$ cat src/rtl/audio_test_pkg.sv
// Shared types and constants for the audio test-sample source.
package audio_test_pkg;

  typedef enum logic [1:0] {
    MUTE    = 2'd0,
    SAW     = 2'd1,
    SQUARE  = 2'd2,
    CHAN_ID = 2'd3
  } audio_mode_t;

  // Channel-ID words place (ch+1) in the top nibble: shift = BIT_WIDTH - CHAN_ID_HEADROOM.
  localparam int CHAN_ID_HEADROOM = 4;

endpackage

$ cat src/rtl/audio_rate_nco.sv
// Fractional NCO: toggles clk_out at exactly 2*RATE per CLK_FREQ_HZ enabled cycles, no drift.
module audio_rate_nco #(
  parameter int CLK_FREQ_HZ = 74250000,
  parameter int RATE        = 48000
) (
  input  logic clk_pixel,
  input  logic reset,
  input  logic enable,
  output logic clk_out,
  output logic rise_tick
);

  if (CLK_FREQ_HZ <= 4 * RATE) begin : g_bad_rate
    $error("audio_rate_nco: CLK_FREQ_HZ must exceed 4*RATE");
  end

  localparam int ACC_W = $clog2(CLK_FREQ_HZ) + 1;
  localparam logic [ACC_W:0] INC = (ACC_W+1)'(2 * RATE);
  localparam logic [ACC_W:0] LIM = (ACC_W+1)'(CLK_FREQ_HZ);

  logic [ACC_W-1:0] acc;
  logic [ACC_W:0]   sum;
  logic             wrap;

  // One extra bit on the sum so the compare never sees a truncated value.
  always_comb begin
    sum       = {1'b0, acc} + INC;
    wrap      = (sum >= LIM);
    rise_tick = enable & wrap & ~clk_out;
  end

  always_ff @(posedge clk_pixel) begin
    if (reset) begin
      acc     <= '0;
      clk_out <= 1'b0;
    end else if (enable) begin
      acc <= wrap ? ACC_W'(sum - LIM) : ACC_W'(sum);
      if (wrap) clk_out <= ~clk_out;
    end
  end

endmodule

$ cat src/rtl/audio_test_source.sv
// Audio test-sample source: NCO-timed sample strobe plus per-channel mute/saw/square/ID generator.
module audio_test_source
  import audio_test_pkg::*;
#(
  parameter int                   CLK_FREQ_HZ        = 74250000,
  parameter int                   AUDIO_RATE         = 48000,
  parameter int                   BIT_WIDTH          = 16,
  parameter int                   CHANNELS           = 2,
  parameter int                   SQUARE_HALF_PERIOD = 24,
  parameter logic [BIT_WIDTH-1:0] SQUARE_AMP         = 'h4000
) (
  input  logic                                clk_pixel,
  input  logic                                reset,
  input  logic                                enable,
  input  audio_mode_t                         mode,
  input  logic [BIT_WIDTH-1:0]                step,
  output logic                                clk_audio,
  output logic                                sample_valid,
  output logic [CHANNELS-1:0][BIT_WIDTH-1:0]  audio_sample_word,
  output logic [15:0]                         sample_count
);

  if (BIT_WIDTH < 16 || BIT_WIDTH > 24) begin : g_bad_width
    $error("audio_test_source: BIT_WIDTH must be 16..24");
  end
  if (CHANNELS < 1 || CHANNELS > 8) begin : g_bad_chan
    $error("audio_test_source: CHANNELS must be 1..8");
  end
  if (SQUARE_HALF_PERIOD < 1) begin : g_bad_sq
    $error("audio_test_source: SQUARE_HALF_PERIOD must be >= 1");
  end

  localparam int                   SQ_W   = (SQUARE_HALF_PERIOD > 1) ? $clog2(SQUARE_HALF_PERIOD) : 1;
  localparam logic [SQ_W-1:0]      SQ_LST = SQ_W'(SQUARE_HALF_PERIOD - 1);
  localparam logic [BIT_WIDTH-1:0] SQ_NEG = ~SQUARE_AMP + BIT_WIDTH'(1);

  logic            tick;
  logic [SQ_W-1:0] sq_cnt;
  logic            sq_neg;

  audio_rate_nco #(
    .CLK_FREQ_HZ (CLK_FREQ_HZ),
    .RATE        (AUDIO_RATE)
  ) u_nco (
    .clk_pixel (clk_pixel),
    .reset     (reset),
    .enable    (enable),
    .clk_out   (clk_audio),
    .rise_tick (tick)
  );

  always_ff @(posedge clk_pixel) begin
    if (reset) begin
      sample_valid <= 1'b0;
      sample_count <= '0;
    end else begin
      sample_valid <= tick;
      if (tick) sample_count <= sample_count + 16'd1;
    end
  end

  // Square phase only advances on ticks taken in SQUARE mode, so leaving the mode freezes it.
  always_ff @(posedge clk_pixel) begin
    if (reset) begin
      sq_cnt <= '0;
      sq_neg <= 1'b0;
    end else if (tick && mode == SQUARE) begin
      if (sq_cnt == SQ_LST) begin
        sq_cnt <= '0;
        sq_neg <= ~sq_neg;
      end else begin
        sq_cnt <= sq_cnt + SQ_W'(1);
      end
    end
  end

  for (genvar i = 0; i < CHANNELS; i++) begin : g_ch
    localparam logic [BIT_WIDTH-1:0] ID_WORD =
      BIT_WIDTH'(i + 1) << (BIT_WIDTH - CHAN_ID_HEADROOM);

    always_ff @(posedge clk_pixel) begin
      if (reset) begin
        audio_sample_word[i] <= '0;
      end else if (tick) begin
        unique case (mode)
          MUTE:    audio_sample_word[i] <= '0;
          SAW:     audio_sample_word[i] <= (i % 2 == 0) ? audio_sample_word[i] + step
                                                        : audio_sample_word[i] - step;
          SQUARE:  audio_sample_word[i] <= sq_neg ? SQ_NEG : SQUARE_AMP;
          CHAN_ID: audio_sample_word[i] <= ID_WORD;
          default: audio_sample_word[i] <= '0;
        endcase
      end
    end
  end

endmodule

$ cat config.mk
export PLATFORM = sky130hd
export DESIGN_NAME = audio_test_source
export DESIGN_NICKNAME = d
export VERILOG_FILES = /design/src/rtl/audio_test_pkg.sv /design/src/rtl/audio_rate_nco.sv /design/src/rtl/audio_test_source.sv
export SDC_FILE = /design/constraint.sdc
export NUM_CORES = 1
export LEC_CHECK = 0
export CAP_MARGIN = 0
export CORE_MARGIN = 3
export CORE_UTILIZATION = 57
export CTS_CLUSTER_SIZE = 12
export DETAILED_ROUTE_END_ITERATION = 7
export PLACE_DENSITY = 0.78
export SYNTH_ARGS = -nofsm -noshare
export SYNTH_HDL_FRONTEND = slang
export SYNTH_SLANG_ARGS = --single-unit
$ cat constraint.sdc
create_clock -name clk_pixel -period 4.32 [get_ports clk_pixel]
set_input_delay 0.432 -clock clk_pixel [delete_from_list [all_inputs] [get_ports clk_pixel]]
set_output_delay 0.432 -clock clk_pixel [all_outputs]
set_load 0.005 [all_outputs]
==> results.sh <==
export IMPL_status="finished, final reports clean"
export IMPL_ys_types=72
export IMPL_fmax_mhz=245
export IMPL_power_density_nw_per_um2=243
export IMPL_skew_ns=0.0117
export IMPL_stdcell_area_um2=6860
export IMPL_ys_warn_count=0
export IMPL_rsz0062_at_grt="no"
export IMPL_fp_row_count=36
export IMPL_hpwl_um=10600
export IMPL_synth_top_area_share=0.272
export IMPL_hold_violations=0
export IMPL_crit_fanout=30
export IMPL_hold_class="in -> reg"
export IMPL_cts_resized=0
export IMPL_drt_iter0_drc=322
export IMPL_synth_area_leaders="dfxtp_1, ha_1, a21oi_1"
export IMPL_post_cts_setup_buffer_count=0
export IMPL_crit_top_cell="a21oi_1"
export IMPL_irDropWorstVdd_v=0.000134
export IMPL_io_pins=71
export IMPL_die_w_um=108
export IMPL_syn_area_um2=5890
export IMPL_ctsRootBufferMaster="clkbuf_8"
export IMPL_cp_slowest_cell="or3b_2"
export IMPL_clock_path_buffers=2
export IMPL_synth_edf_count=0
export IMPL_grt_total_usage=0.262
export IMPL_worst_skew_pair_late_latency_ns=0.37
export IMPL_grt_first_pass_wirelength_um=25000
export IMPL_cts_tree="built"
export IMPL_numPortBuffers=70
export IMPL_cap_violations=0
export IMPL_tns_ns=0
export IMPL_path_class="reg -> reg"
export IMPL_clk_pin_slew_ns=0.09
export IMPL_drc=0
export IMPL_cts_sinks=80
export IMPL_critPathMaxStageDelay_ns=0.53
export IMPL_synthArstFlopShare=0
export IMPL_drive_above_1_share=0.0695
export IMPL_yosysMostFrequentCell="dfxtp_1"
export IMPL_place_area_um2=6660
export IMPL_finalWirelength_um=14900
export IMPL_syn_avg_cell_area_um2=7.72
export IMPL_synthFlopType="dfxtp_1"
export IMPL_leakagePower_nw=2.61
export IMPL_ys_ff_latch=80
export IMPL_cp_cell_sequence="inv_1 > ha_1 > or2b_2 > nand4_1 > or3b_2 > a21oi_1 > nor4b_1 > o31a_1 > a2111oi_4 > buf_4 > buf_6 > nand3_1 > a21oi_1"
export IMPL_die_h_um=108
export IMPL_gp_congestion=0.933
export IMPL_antenna_left=0
export IMPL_arrival_ns=4.38
export IMPL_setup_viol=0
export IMPL_synth_nets=822
export IMPL_tightest_slew_ns=1.31
export IMPL_antennaDiodeCount=0
export IMPL_postCtsHoldBufs=0
export IMPL_synth_common_cells="dfxtp_1, nand2_1, a21oi_1"
export IMPL_yosysSeqAreaShare=0.272
export IMPL_layout_nets=874
export IMPL_coreArea_um2=9910
export IMPL_antenna_found_initial=0
export IMPL_cts_buffers=9
export IMPL_critPathTopFamily="compound AO/OA/AOI/OAI gates"
export IMPL_vias_per_cell=5.98
export IMPL_cp_data_required_time_ns=4.61
export IMPL_h_tree_depth=3
export IMPL_critPathBufInv=3
export IMPL_syn_to_final_growth_pct=16.5
export IMPL_initial_core_util=0.594
export IMPL_cp_start_kind="flip-flop"
export IMPL_period_share=0.946
export IMPL_layout_min_cycle_time_ns=4.09
export IMPL_slew_violations=0
export IMPL_grt_max_degree=46
export IMPL_grt_pass1_vias=5582
export IMPL_slew_headroom=0.123
export IMPL_synth_top_area_cell="dfxtp_1"
export IMPL_die_area_um2=11600
export IMPL_grt_overflow=0
export IMPL_worstSetupEndpointType="flip-flop"
export IMPL_syn_inst=763
export IMPL_firstDrtPassIters=5
export IMPL_num_vias=5701
export IMPL_wire_per_inst_um=15.6
final timing paths:
check	end	slack, ns	cells after the start	start
hold / removal	u_nco.acc[17]	0.43	2	reset
setup reg to reg	audio_sample_word[20]	0.23	13	u_nco.acc[8]
hold reg to reg	audio_sample_word[4]	0.48	2	audio_sample_word[4]
setup / recovery	audio_sample_word[20]	0.23	13	u_nco.acc[8]
metrics by stage:
step	power, W	std cells	util	worst slack (ns)	hold slack, ns
6_report	0.00167	953	0.692	0.232	0.431
5_1_grt	0.00176	953	0.692	0.00742	0.436
4_1_cts	0.00167	953	0.692	0.199	0.411
3_5_place_dp	0.00110	937	0.672	0.258	0.466
3_3_place_gp	0.00109	937	0.672	0.403	0.454
2_1_floorplan	0.00103	763	-	0.858	0.454
placed cells by master (no fill, tap or decap), types with 12 or more instances in the layout:
| master | instances |
|---|---|
| a21oi_1 | 69 |
| clkdlybuf4s50_1 | 69 |
| o21ai_0 | 28 |
| ha_1 | 36 |
| nand2_1 | 79 |
| xnor2_1 | 37 |
| nor3_1 | 25 |
| inv_1 | 28 |
| buf_4 | 12 |
| xor2_1 | 23 |
| nor2_1 | 66 |
| nand3_1 | 47 |
| or3_1 | 16 |
| a21o_1 | 13 |
| dfxtp_1 | 80 |
layout make-up:
cell class / count / area [um2]
clock inverter: 5 / 56.3
tap: 133 / 166
clock buffer: 11 / 141
multi-input combinational: 612 / 3990
sequential: 80 / 1600
fill: 808 / 3050
inverter: 29 / 109
timing repair buffer: 83 / 797
state kept, by name (all words and copies together) (netlist names):
name	flops
sample_valid	1
sample_count	16
u_nco.clk_out	1
sq_neg	1
sq_cnt	5
audio_sample_word	32
u_nco.acc	24
kinds of logic (layout without fill, tap and decap cells):
family | Yosys count | after routing | share of synthesized area
adders and majority gates | 38 | 38 | 0.0833
buffers and inverters | 71 | 128 | 0.0518
muxes | 14 | 14 | 0.0249
and+or+nand+nor | 310 | 310 | 0.260
xor gates and xnor gates | 60 | 60 | 0.0892
DFF | 80 | 80 | 0.272
AOI/OAI and AO/OA | 190 | 190 | 0.219
routing by layer:
| layer | global-route usage | routed length, um | vias to the layer above |
|---|---|---|---|
| met5 | 0 | 0 | - |
| met4 | 0.118 | 435 | 0 |
| met3 | 0.0522 | 713 | 39 |
| met2 | 0.445 | 7220 | 161 |
| met1 | 0.317 | 6490 | 2675 |
| li1 | - | - | 2826 |
report_power, final:
| group | switching, W | total [W] | internal, W |
|---|---|---|---|
| sequential | 0.0000368 | 0.000788 | 0.000751 |
| clock | 0.000290 | 0.000573 | 0.000282 |
| combinational | 0.000183 | 0.000307 | 0.000124 |
Power figures use the tool's default switching activity.
